### config.mk
export PLATFORM = sky130hd
export DESIGN_NAME = fetch_queue_flat
export DESIGN_NICKNAME = d
export VERILOG_FILES = /design/src/rtl/fetch_queue_pkg.sv /design/src/rtl/fetch_queue_if.sv /design/src/rtl/fetch_queue_storage.sv /design/src/rtl/fetch_queue.sv /design/src/flat_wrapper.sv
export SDC_FILE = /design/constraint.sdc
export NUM_CORES = 1
export LEC_CHECK = 0
export BUFFER_PORTS_ARGS = -buffer_cell sky130_fd_sc_hd__buf_2
export CAP_MARGIN = 30
export CELL_PAD_IN_SITES_DETAIL_PLACEMENT = 1
export CELL_PAD_IN_SITES_GLOBAL_PLACEMENT = 1
export CORE_ASPECT_RATIO = 2
export CORE_MARGIN = 2
export CORE_UTILIZATION = 30
export CTS_CLUSTER_SIZE = 8
export DETAILED_ROUTE_END_ITERATION = 16
export GPL_TIMING_DRIVEN = 0
export PLACE_DENSITY_LB_ADDON = 0.1
export SLEW_MARGIN = 20
export SYNTH_ARGS = -nofsm -noshare
export SYNTH_HDL_FRONTEND = slang
export SYNTH_SLANG_ARGS = --single-unit
### constraint.sdc
create_clock -name clk -period 17.6 [get_ports clk]
set_clock_uncertainty 0.15 [all_clocks]
set_input_delay 2.64 -clock clk [delete_from_list [all_inputs] [get_ports clk]]
set_output_delay 2.64 -clock clk [all_outputs]
set_load 0.05 [all_outputs]
### src/rtl/fetch_queue_pkg.sv
// Constants shared by the IFU, fetch_queue and decode.
package fetch_queue_pkg;

  localparam int unsigned FQ_W          = 32;
  localparam logic [31:0] TEXT_START_PC = 32'h0000_3000;
  localparam logic [31:0] NOP_INSTR     = 32'h0000_0000;

endpackage

### src/rtl/fetch_queue_if.sv
// Fetch/decode handshake bundle: IFU is the master, the fetch queue is the slave.
interface fetch_queue_if
  import fetch_queue_pkg::*;
#(
  parameter int unsigned W = FQ_W
);

  logic         in_valid;
  logic         in_ready;
  logic [W-1:0] in_PC;
  logic [W-1:0] in_inStr;
  logic         out_valid;
  logic         out_ready;
  logic [W-1:0] out_PC;
  logic [W-1:0] out_inStr;

  modport master (
    output in_valid, in_PC, in_inStr, out_ready,
    input  in_ready, out_valid, out_PC, out_inStr
  );

  modport slave (
    input  in_valid, in_PC, in_inStr, out_ready,
    output in_ready, out_valid, out_PC, out_inStr
  );

endinterface

### src/rtl/fetch_queue_storage.sv
// DEPTH x DW register array: synchronous write, asynchronous read.
module fq_storage #(
  parameter int unsigned DEPTH = 2,
  parameter int unsigned DW    = 64,
  parameter int unsigned AW    = $clog2(DEPTH)
) (
  input  logic          clk,
  input  logic          we,
  input  logic [AW-1:0] waddr,
  input  logic [DW-1:0] wdata,
  input  logic [AW-1:0] raddr,
  output logic [DW-1:0] rdata
);

  logic [DW-1:0] mem [DEPTH];

  always_ff @(posedge clk) begin
    if (we) mem[waddr] <= wdata;
  end

  assign rdata = mem[raddr];

endmodule

### src/rtl/fetch_queue.sv
// Instruction fetch queue: circular buffer of {PC, instruction} pairs with
// first-word fall-through output and a flush that empties the queue.
module fetch_queue
  import fetch_queue_pkg::*;
#(
  parameter int unsigned DEPTH = 2,
  parameter int unsigned W     = FQ_W
) (
  input  logic                         clk,
  input  logic                         reset,
  input  logic                         flush,
  fetch_queue_if.slave                 q,
  output logic [$clog2(DEPTH+1)-1:0]   count
);

  localparam int unsigned AW = $clog2(DEPTH);
  localparam int unsigned CW = $clog2(DEPTH+1);

  logic [AW-1:0]  wp;
  logic [AW-1:0]  rp;
  logic           push;
  logic           pop;
  logic           wr_en;
  logic [2*W-1:0] rdata;

  // Handshake flags depend only on registered occupancy, never on out_ready.
  assign q.in_ready  = (count != CW'(DEPTH));
  assign q.out_valid = (count != '0);

  assign push  = q.in_valid & q.in_ready;
  assign pop   = q.out_valid & q.out_ready;
  assign wr_en = push & reset & ~flush;

  always_ff @(posedge clk) begin
    if (!reset) begin
      wp    <= '0;
      rp    <= '0;
      count <= '0;
    end else if (flush) begin
      wp    <= '0;
      rp    <= '0;
      count <= '0;
    end else begin
      if (push) wp <= wp + AW'(1);
      if (pop)  rp <= rp + AW'(1);
      case ({push, pop})
        2'b10:   count <= count + CW'(1);
        2'b01:   count <= count - CW'(1);
        default: count <= count;
      endcase
    end
  end

  fq_storage #(
    .DEPTH (DEPTH),
    .DW    (2*W),
    .AW    (AW)
  ) u_storage (
    .clk   (clk),
    .we    (wr_en),
    .waddr (wp),
    .wdata ({q.in_PC, q.in_inStr}),
    .raddr (rp),
    .rdata (rdata)
  );

  assign q.out_PC    = rdata[2*W-1:W];
  assign q.out_inStr = rdata[W-1:0];

endmodule
### src/flat_wrapper.sv
// flat-port wrapper written by rule: the top's interface ports become plain ports
module fetch_queue_flat import fetch_queue_pkg::*;
#(
  parameter int unsigned DEPTH = 2,
  parameter int unsigned W     = FQ_W
)
  (clk, reset, flush, count, q_in_valid, q_in_PC, q_in_inStr, q_out_ready, q_in_ready, q_out_valid, q_out_PC, q_out_inStr);
  fetch_queue_if #(.W(W)) q_i ();
  input  logic clk;
  input  logic reset;
  input  logic flush;
  output logic [$clog2(DEPTH+1)-1:0] count;
  input wire logic [$bits(q_i.in_valid)-1:0] q_in_valid;
  input wire logic [$bits(q_i.in_PC)-1:0] q_in_PC;
  input wire logic [$bits(q_i.in_inStr)-1:0] q_in_inStr;
  input wire logic [$bits(q_i.out_ready)-1:0] q_out_ready;
  output wire logic [$bits(q_i.in_ready)-1:0] q_in_ready;
  output wire logic [$bits(q_i.out_valid)-1:0] q_out_valid;
  output wire logic [$bits(q_i.out_PC)-1:0] q_out_PC;
  output wire logic [$bits(q_i.out_inStr)-1:0] q_out_inStr;
  assign q_i.in_valid = q_in_valid;
  assign q_i.in_PC = q_in_PC;
  assign q_i.in_inStr = q_in_inStr;
  assign q_i.out_ready = q_out_ready;
  assign q_in_ready = q_i.in_ready;
  assign q_out_valid = q_i.out_valid;
  assign q_out_PC = q_i.out_PC;
  assign q_out_inStr = q_i.out_inStr;
  fetch_queue #(.DEPTH(DEPTH), .W(W)) u_core (.clk(clk), .reset(reset), .flush(flush), .q(q_i), .count(count));
endmodule
== After elaboration in Yosys (flattened, before gate mapping) ==
Memories as Yosys holds them, arrays and structs flattened. A register that Yosys moved wholly into a read port is not among the register bits.
Cells that the tools add are included.
Word-level totals
  register bits: 4
  latch bits: 0
  RAM bits: 128
  bits in read-only memories: 0
  input bits: 69
  output and inout port bits: 68
  memories: 1
Cells by class
  add/sub/neg operators: 4
  $mul: 0
  divide/modulo/power cells: 0
  order comparisons: 0
  equal/unequal tests: 3
  shift-type cells: 0
  mux-type cells: 5
  bitwise logic cells: 6
  reductions and logical operators: 3
Memories
  u_core.u_storage.mem: depth 2, width 64, rd ports 1, clocked after Yosys merged registers in 1, write ports 1, RTL line fetch_queue_storage.sv:15  | logic [DW-1:0] mem [DEPTH];
Operators with widths (number)
  $and A1 B1 Y1: 4
  $mux W1: 4
  $pmux W2 S2: 1
  $reduce_bool A2 Y1: 2
  $add A1 B1 Y1 const B: 2
  $add A2 B1 Y2 const B: 1
  $eq A2 B1 Y1 const B: 1
  $eq A2 B2 Y1 const B: 1
  $ne A2 B2 Y1 const B: 1
  $not A1 Y1: 2
  $reduce_or A2 Y1: 1
  $sub A2 B1 Y2 const B: 1

== Longest topological paths before layout ==
Gate-level depths: netlist (run 1).
  depth in word-level cells: 6
  depth in mapped cells: 6
  gate-level depth less buffers: 6

== Modules after synthesis ==
Synthesis (run 1) repeated with hierarchy kept, for this count alone.
Second synthesis, totals
  cell total of the unflattened synthesis: 225
  area, all modules: 5134.9 µm²
Modules (own cells, without submodules)
  fq_storage: instances 1, cells an instance 201, area an instance 4933.5 µm², sequential area each 3843.7 µm²
  fetch_queue: instances 1, cells an instance 24, area an instance 201.4 µm², sequential area each 80.1 µm²

== Least setup slack after synthesis (run 1) ==
Ideal clock, no wire load.
  path kind: input-to-reg
  from: input flush
  to: memory u_core.u_storage.mem[0][0] (enable)
  arrival time: 7221 ps
  required time: 16886 ps
  path slack: 9665 ps
  stages on the path: 2
  path buffers: 0
  path through: nand2b_1 nor3_1
Between the ends
  word-level cells in the longest chain between the ends: 4
Ends and longest elaborated chain
  from (decl): RTL line flat_wrapper.sv:11  | input logic flush;
  $not A1 Y1: RTL line fetch_queue.sv:32  | assign wr_en = push & reset & ~flush;
  $and A1 B1 Y1: RTL line fetch_queue.sv:32
  $mux W1: RTL line fetch_queue_storage.sv:18  | if (we) mem[waddr] <= wdata;
  $mux W1 (implied by the code): RTL line fetch_queue_storage.sv:18
  to (decl): RTL line fetch_queue_storage.sv:15
No other way between the ends.

==> results of run 1 <==
-- layout make-up --
cell class	instances	share of cell area (%)
flip-flops and latches	133	60.1
multi-input cells	84	13.0
repair buffers	153	12.6
clock buffers	19	6.60
well taps	201	3.84
clock inverters	13	3.15
plain buffers	7	0.534
inverters	1	0.0572
diodes	1	0.0382
-- final timing paths --
path | end | slack [ns] | cells past startpoint
max | q_out_inStr[13] | 12.92 | 4
min | flop | 0.37 | 2
min reg2reg | flop | 0.37 | 2
max reg2reg | u_core.u_storage.mem[1][54] | 15.07 | 6
-- cell usage after synthesis (all sizes together) --
| master | count | area share [%] |
|---|---|---|
| edfxtp | 128 | 80 |
| mux2 | 64 | 15 |
| buf | 7 | 0.73 |
| dfxtp | 5 | 2.1 |
| nor2 | 3 | 0.23 |
| a21oi | 2 | 0.21 |
| nand2b | 2 | 0.26 |
| nor3 | 2 | 0.21 |
| xnor2 | 2 | 0.36 |
| a21o | 1 | 0.16 |
| ha | 1 | 0.26 |
| inv | 1 | 0.078 |
| nand2 | 1 | 0.078 |
| nand3 | 1 | 0.10 |
| o21a | 1 | 0.16 |
| o21ai | 1 | 0.10 |
| or2 | 1 | 0.13 |
| or3 | 1 | 0.13 |
| xor2 | 1 | 0.18 |
-- sequential cells by signal, summed over array words and instances (netlist names), named ones only --
| name | count |
|---|---|
| u_core.wp | 1 |
| u_core.count | 2 |
| u_core.u_storage.mem | 128 |
| u_core.rp | 1 |
-- per-layer routing --
layer  vias to the layer above  track usage (%)
met3                        15             3.94
met4                         0             6.90
met1                      1334             12.4
met5                         -                0
met2                        76             23.1
li1                       1234                -
-- critical path: stages (launching register included) --
cell	delay [ns]
sky130_fd_sc_hd__dfxtp_1	0.30
sky130_fd_sc_hd__buf_2	0.25
sky130_fd_sc_hd__buf_2	0.32
sky130_fd_sc_hd__mux2_2	0.38
sky130_fd_sc_hd__buf_2	0.21
-- per-stage QoR --
stage | instance area, um2 | hold WS (ns)
final | 6560 | 0.369
after detailed placement | 5920 | 0.362
after global routing | 6560 | 0.440
after global placement | 5760 | 0.344
after floorplan | 4830 | 0.331
after CTS | 6560 | 0.378
-- power breakdown --
group,switching (uW),internal [uW]
logic,36.7,17.5
registers,1.53,354
clock network,129,251
total,167,622
-- cells in the final DEF (no fill, tap or decap) --
cell and count:
sky130_fd_sc_hd__buf_2 143, sky130_fd_sc_hd__nor3_2 2, sky130_fd_sc_hd__mux2_2 64, sky130_fd_sc_hd__edfxtp_1 128, sky130_fd_sc_hd__inv_1 1, sky130_fd_sc_hd__clkinvlp_4 2, sky130_fd_sc_hd__diode_2 1, sky130_fd_sc_hd__nand2b_1 2
sky130_fd_sc_hd__dfxtp_1 5, sky130_fd_sc_hd__o21ai_0 1, sky130_fd_sc_hd__bufinv_16 5, sky130_fd_sc_hd__clkinv_2 3, sky130_fd_sc_hd__nand2_1 1, sky130_fd_sc_hd__ha_1 1, sky130_fd_sc_hd__or3_1 1, sky130_fd_sc_hd__clkbuf_1 2
sky130_fd_sc_hd__a21o_1 1, sky130_fd_sc_hd__xnor2_1 2, sky130_fd_sc_hd__nand3_1 1, sky130_fd_sc_hd__a21oi_1 2, sky130_fd_sc_hd__nor2_1 3, sky130_fd_sc_hd__clkinv_4 3, sky130_fd_sc_hd__clkbuf_16 17, sky130_fd_sc_hd__buf_6 5
sky130_fd_sc_hd__xor2_1 1, sky130_fd_sc_hd__o21a_1 1, sky130_fd_sc_hd__buf_4 12, sky130_fd_sc_hd__or2_2 1
-- logic make-up (layout without fill, tap and decap cells) --
kind of cell	Yosys count	after routing	synth area share (%)
other	0	1	0
adders and majority gates	1	1	0.259
and+or+nand+nor	11	11	1.14
AOI/OAI and AO/OA	5	5	0.622
xor gates and xnor gates	3	3	0.544
DFF	133	133	81.7
muxes	64	64	14.9
buffers and inverters	8	193	0.803
==> impl_metrics.yaml, run 1 <==
synthesis:
  netlist_area_mm2: 0.00483
  net_count_synth: 295
  ys.warnings.count: 0
  synthesis.instances: 225
  synth-seq-cells: 133
  synth_cell_types: 19
  syn-mean-instance-area_um2: 21.5
  synth_sequential_area_ratio_pct: 81.7
route:
  vias_per_cell: 4.34
  routed-via-count: 2659
  drt.antenna.violating_nets: 0
  drt_wl_total_um: 10500
  route.met2.wl_um: 6030
  met1Wirelength_um: 3670
  dr.pass1.iters: 4
  met3WireLength_um: 551
  post-route-drc-count: 0
  wl_per_cell_um: 17.1
  dr.first_iter.drc_count: 88
  topRoutingLayerUsed: "met4"
finish:
  layoutNonFillerInstCount: 612
  multi_input_area_um2: 855
  drive_gt1_share_pct: 62.7
  layout-area-overhead-vs-synth_pct: 35.8
  final_net_count: 467
  finalCoreUtilization_pct: 41.6
  fillers: 1633
  area.sequential_mm2: 0.00394
clock_tree:
  postCtsHoldBufs: 0
  number_of_levels_the_h_tree_was_split_into: 4
  numCtsBuffers: 17
  clkSlewWorstSetupHoldPaths_ns: 0.06
  post_cts_resize_count: 0
  clk_latency_ns: 0.41
  postCtsSetupRepairBufs: 0
  cts.path.max_buffers: 2
  clock_sink_count: 133
  tritoncts: "built"
  cts_root_buf: "sky130_fd_sc_hd__clkbuf_16"
outcome:
  result_of_the_run: "complete, no violations"
placement:
  placed_cells: 579
  hpwl_reported_at_the_end_of_detailed_placement_um: 7580
  gpl.final_weighted_congestion: 0.655
  buffer_ports.inserted: 136
  placement.setup.worst_slack_ns: 12.77
sta:
  fin_setup_tns_ns: 0
  layout_min_cycle_time_ns: 4.68
  postLayoutSetupSlackWorst_ns: 12.92
  report.final.slew_viol_count: 0
  fin_crit_sh_pct: 26.6
  worst-slew-pin-transition_ns: 0.745
  setup-violations-final: 0
  rsz_0062_raised_after_global_routing: "false"
  worst_slew_margin_rel_pct: 50.1
  max_freq_mhz: 214
  report.final.hold_viol_count: 0
job:
  timing.max_cap.violations: 0
worst_hold_path:
  worstHoldPathType: "flop to flop"
  launch_point_of_the_worst_hold_path: "u_core.rp"
floorplanning:
  initial_core_util_pct: 30.6
  fp.dieArea_mm2: 0.0172
  die_width_um: 93.7
  ioPinCount: 137
  fp.dieH_um: 183
  rows: 65
  core_mm2: 0.0158
worst_setup_path:
  setup.worst_path.end_class: "output port"
  timing.critical_path.fanout_max: 10
  timing.rr.start: "u_core.count[0]"
  worst-setup-path-type: "flop to output port"
  setup.worst_path.start_class: "flop"
  crit_required_ns: 14.81
  critical_path_arrival_ns: 1.89
power_and_ir_drop:
  power_density_cells_mw_per_mm2: 120
  worst_ir_drop_vdd_mv: 0.0753
  report.power.total_uw: 790
  leakage_power_uw: 0.00246
global_routing:
  number_of_global_route_vias_before_repair: 3007
  grt_antenna_before_repair: 1
  overall_track_demand_over_capacity_in_global_routing_pct: 12.7
  grt_start_max_net_pins: 17
  wire_length_of_the_first_global_routing_pass_um: 15800
  globalRoute.totalOverflow: 0
Power figures use the tool's default switching activity.
==> run 2: changes to the inputs <==
Settings changed: ABC_AREA from default to 1.
Clock period 17.6 ns to 4 ns, I/O delays scaled along.
==> run 2 against run 1 <==
  * Critical path depth is the same
  * Count of clock-buffer cells in the layout is the same
  * Largest cell class unchanged
  * Setup slack lost 11 ns
  * Critical path type unchanged
  * Largest power group is now sequential cells
  * Core utilization shrank 1.3 points
==> impl_metrics.yaml, run 2 <==
outcome:
  result_of_the_run: "complete, no violations"
power_and_ir_drop:
  report.power.total_uw: 3110
  power_density_cells_mw_per_mm2: 458
  leakage_power_uw: 0.00262
  worst_ir_drop_vdd_mv: 0.332
worst_setup_path:
  timing.rr.end: "u_core.u_storage.mem[0][22]"
  timing.critical_path.fanout_max: 10
  setup.worst_path.end_class: "output port"
  worst-setup-path-type: "flop to output port"
  reg2reg_slack_ns: 1.89
  crit_required_ns: 3.25
  critical_path_arrival_ns: 1.65
  timing.rr.start: "u_core.count[0]"
  worstRegToRegCells: 6
  crit_end: "q_out_inStr[16]"
  setup.worst_path.start_class: "flop"
floorplanning:
  core_mm2: 0.0168
  die_width_um: 96.8
  fp.dieH_um: 190
  initial_core_util_pct: 30.7
  ioPinCount: 137
  rows: 67
  fp.dieArea_mm2: 0.0184
route:
  drt.antenna.violating_nets: 0
  vias_per_cell: 4.29
  dr.first_iter.drc_count: 62
  post-route-drc-count: 0
  wl_per_cell_um: 16.7
  dr.pass1.iters: 4
  drt_wl_total_um: 10300
  routed-via-count: 2645
clock_tree:
  post_cts_resize_count: 0
  postCtsHoldBufs: 0
  cts_root_buf: "sky130_fd_sc_hd__clkbuf_16"
  clock_sink_count: 133
  clkSlewWorstSetupHoldPaths_ns: 0.05
  number_of_levels_the_h_tree_was_split_into: 4
  numCtsBuffers: 17
  clk_latency_ns: 0.41
  postCtsSetupRepairBufs: 0
  cts.path.max_buffers: 2
  tritoncts: "built"
finish:
  largest_reg_flops: 128
  layout-area-overhead-vs-synth_pct: 31.4
  drive_gt1_share_pct: 58.7
  mostFrequentLayoutCells: "sky130_fd_sc_hd__buf_2 (136), sky130_fd_sc_hd__edfxtp_1 (128), sky130_fd_sc_hd__mux2_4 (60)"
  final_net_count: 470
  registers_with_the_most_flip_flops: "u_core.u_storage.mem (128), u_core.count (2)"
  finish.instance_area_mm2: 0.00679
  most_common_library_cell_in_the_layout_ignoring_fill_and_taps: "sky130_fd_sc_hd__buf_2"
  registers.top_by_ff_count: "u_core.u_storage.mem"
  insertedDiodeCount: 0
sta:
  report.final.hold_viol_count: 0
  report.final.slew_viol_count: 0
  layout_min_cycle_time_ns: 2.40
  fin_crit_sh_pct: 60.1
  worst_slew_margin_rel_pct: 58.8
  hold_slack_ns: 0.225
  worst-slew-pin-transition_ns: 0.616
  postLayoutSetupSlackWorst_ns: 1.60
  setup-violations-final: 0
  max_freq_mhz: 416
  rsz_0062_raised_after_global_routing: "false"
  fin_setup_tns_ns: 0
worst_hold_path:
  launch_point_of_the_worst_hold_path: "q_in_inStr[1]"
  worstHoldPathType: "input port to flop"
synthesis:
  postSynth.topFlopCell: "sky130_fd_sc_hd__edfxtp_1"
  net_count_synth: 308
  synth_edf_count: 128
  synth_sequential_area_ratio_pct: 76.3
  ys.warnings.count: 0
  syn-mean-instance-area_um2: 21.7
  synth_top_cells_by_area: "sky130_fd_sc_hd__edfxtp_1 (74%), sky130_fd_sc_hd__mux2_4 (17%), sky130_fd_sc_hd__buf_12 (2.3%), sky130_fd_sc_hd__dfxtp_1 (1.9%), sky130_fd_sc_hd__mux2_2 (0.87%)"
  postSynth.asyncResetShare_pct: 0
  yosys-top-cells-count: "sky130_fd_sc_hd__edfxtp_1 (128), sky130_fd_sc_hd__mux2_4 (60), sky130_fd_sc_hd__nor2_1 (10), sky130_fd_sc_hd__nand2_1 (9), sky130_fd_sc_hd__inv_1 (7)"
  synth_most_common_cell: "sky130_fd_sc_hd__edfxtp_1"
  post-synth-top-area-fraction_pct: 74.4
  synth_cell_types: 14
  yosys.area.top_type: "sky130_fd_sc_hd__edfxtp_1"
  netlist_area_mm2: 0.00517
  synthesis.instances: 238
  synth-seq-cells: 133
global_routing:
  grt_start_max_net_pins: 21
  grt_antenna_before_repair: 0
  wire_length_of_the_first_global_routing_pass_um: 16300
  number_of_global_route_vias_before_repair: 3027
  overall_track_demand_over_capacity_in_global_routing_pct: 11.9
  globalRoute.totalOverflow: 0
placement:
  hpwl_reported_at_the_end_of_detailed_placement_um: 7180
  placement.setup.worst_slack_ns: 1.28
  buffer_ports.inserted: 136
  gpl.final_weighted_congestion: 0.633
  dpl_cell_area_mm2: 0.00631
job:
  timing.max_cap.violations: 0
[run 2: cell count changes in the layout (fill, tap and decap cells not counted), sizes merged, moves of 2 or more]
cell | previous run | this run
clkinvlp | 2 | 0
nand2 | 1 | 9
nor3 | 2 | 0
nor2 | 3 | 10
xnor2 | 2 | 0
nand2b | 2 | 0
bufinv | 5 | 0
inv | 1 | 7
clkinv | 6 | 9
o21ai | 1 | 3
buf | 160 | 150
[run 2: where the power goes]
part / internal [uW] / switching (uW) / leakage (uW)
registers: 1560 / 7.53 / 0.00120
logic: 93.2 / 161 / 0.00118
clock network: 762 / 526 / 0.000242
total: 2410 / 695 / 0.00262
[run 2: worst min path at each step]
stage	depth (start not counted)	endpoint	slack, ns
2_1_floorplan	2	flop	0.32
3_3_place_gp	2	u_core.rp	0.33
3_5_place_dp	2	u_core.rp	0.35
4_1_cts	1	u_core.u_storage.mem[1][40]	0.20
5_1_grt	1	u_core.u_storage.mem[0][4]	0.20
6_report	1	u_core.u_storage.mem[1][1]	0.23
[run 2: logic make-up (layout without fill, tap and decap cells)]
logic type | after synthesis | after routing | share of synthesized area (%)
DFF | 133 | 133 | 76.3
muxes | 64 | 64 | 18.3
and+or+nand+nor | 22 | 22 | 1.70
buffers and inverters | 14 | 185 | 3.05
AOI/OAI and AO/OA | 4 | 4 | 0.387
adders and majority gates | 1 | 1 | 0.242
[run 2: metal layers]
| metal | track usage [%] | up-vias | wire [um] | share of wire [%] |
|---|---|---|---|---|
| li1 | - | 1244 | - | - |
| met1 | 11.5 | 1305 | 3530 | 34 |
| met2 | 22.2 | 82 | 6050 | 59 |
| met3 | 3.64 | 14 | 447 | 4.4 |
| met4 | 6.39 | 0 | 237 | 2.3 |
| met5 | 0 | - | 0 | 0 |
[run 2: layout make-up]
class                           count  area [um2]
Fill cell                        1707       10100
Sequential cell                   133        3940
Clock inverter                      9        42.5
Multi-Input combinational cell     91        1080
Clock buffer                       19         433
Timing Repair Buffer              143         873
Tap cell                          207         259
Buffer                              7         131
Inverter                            7        26.3
[run 2: worst max-delay path, cell delays in order (launching register included)]
cell,delay [ns]
sky130_fd_sc_hd__dfxtp_1,0.32
sky130_fd_sc_hd__buf_6,0.21
sky130_fd_sc_hd__buf_12,0.18
sky130_fd_sc_hd__mux2_4,0.31
sky130_fd_sc_hd__buf_2,0.21
[run 2: per-stage QoR]
step / instances / utilization (%)
CTS: 616 / 40.3
detailed placement: 588 / 37.5
finish: 616 / 40.3
global placement: 581 / 36.3
floorplan: 238 / -
global route: 616 / 40.3
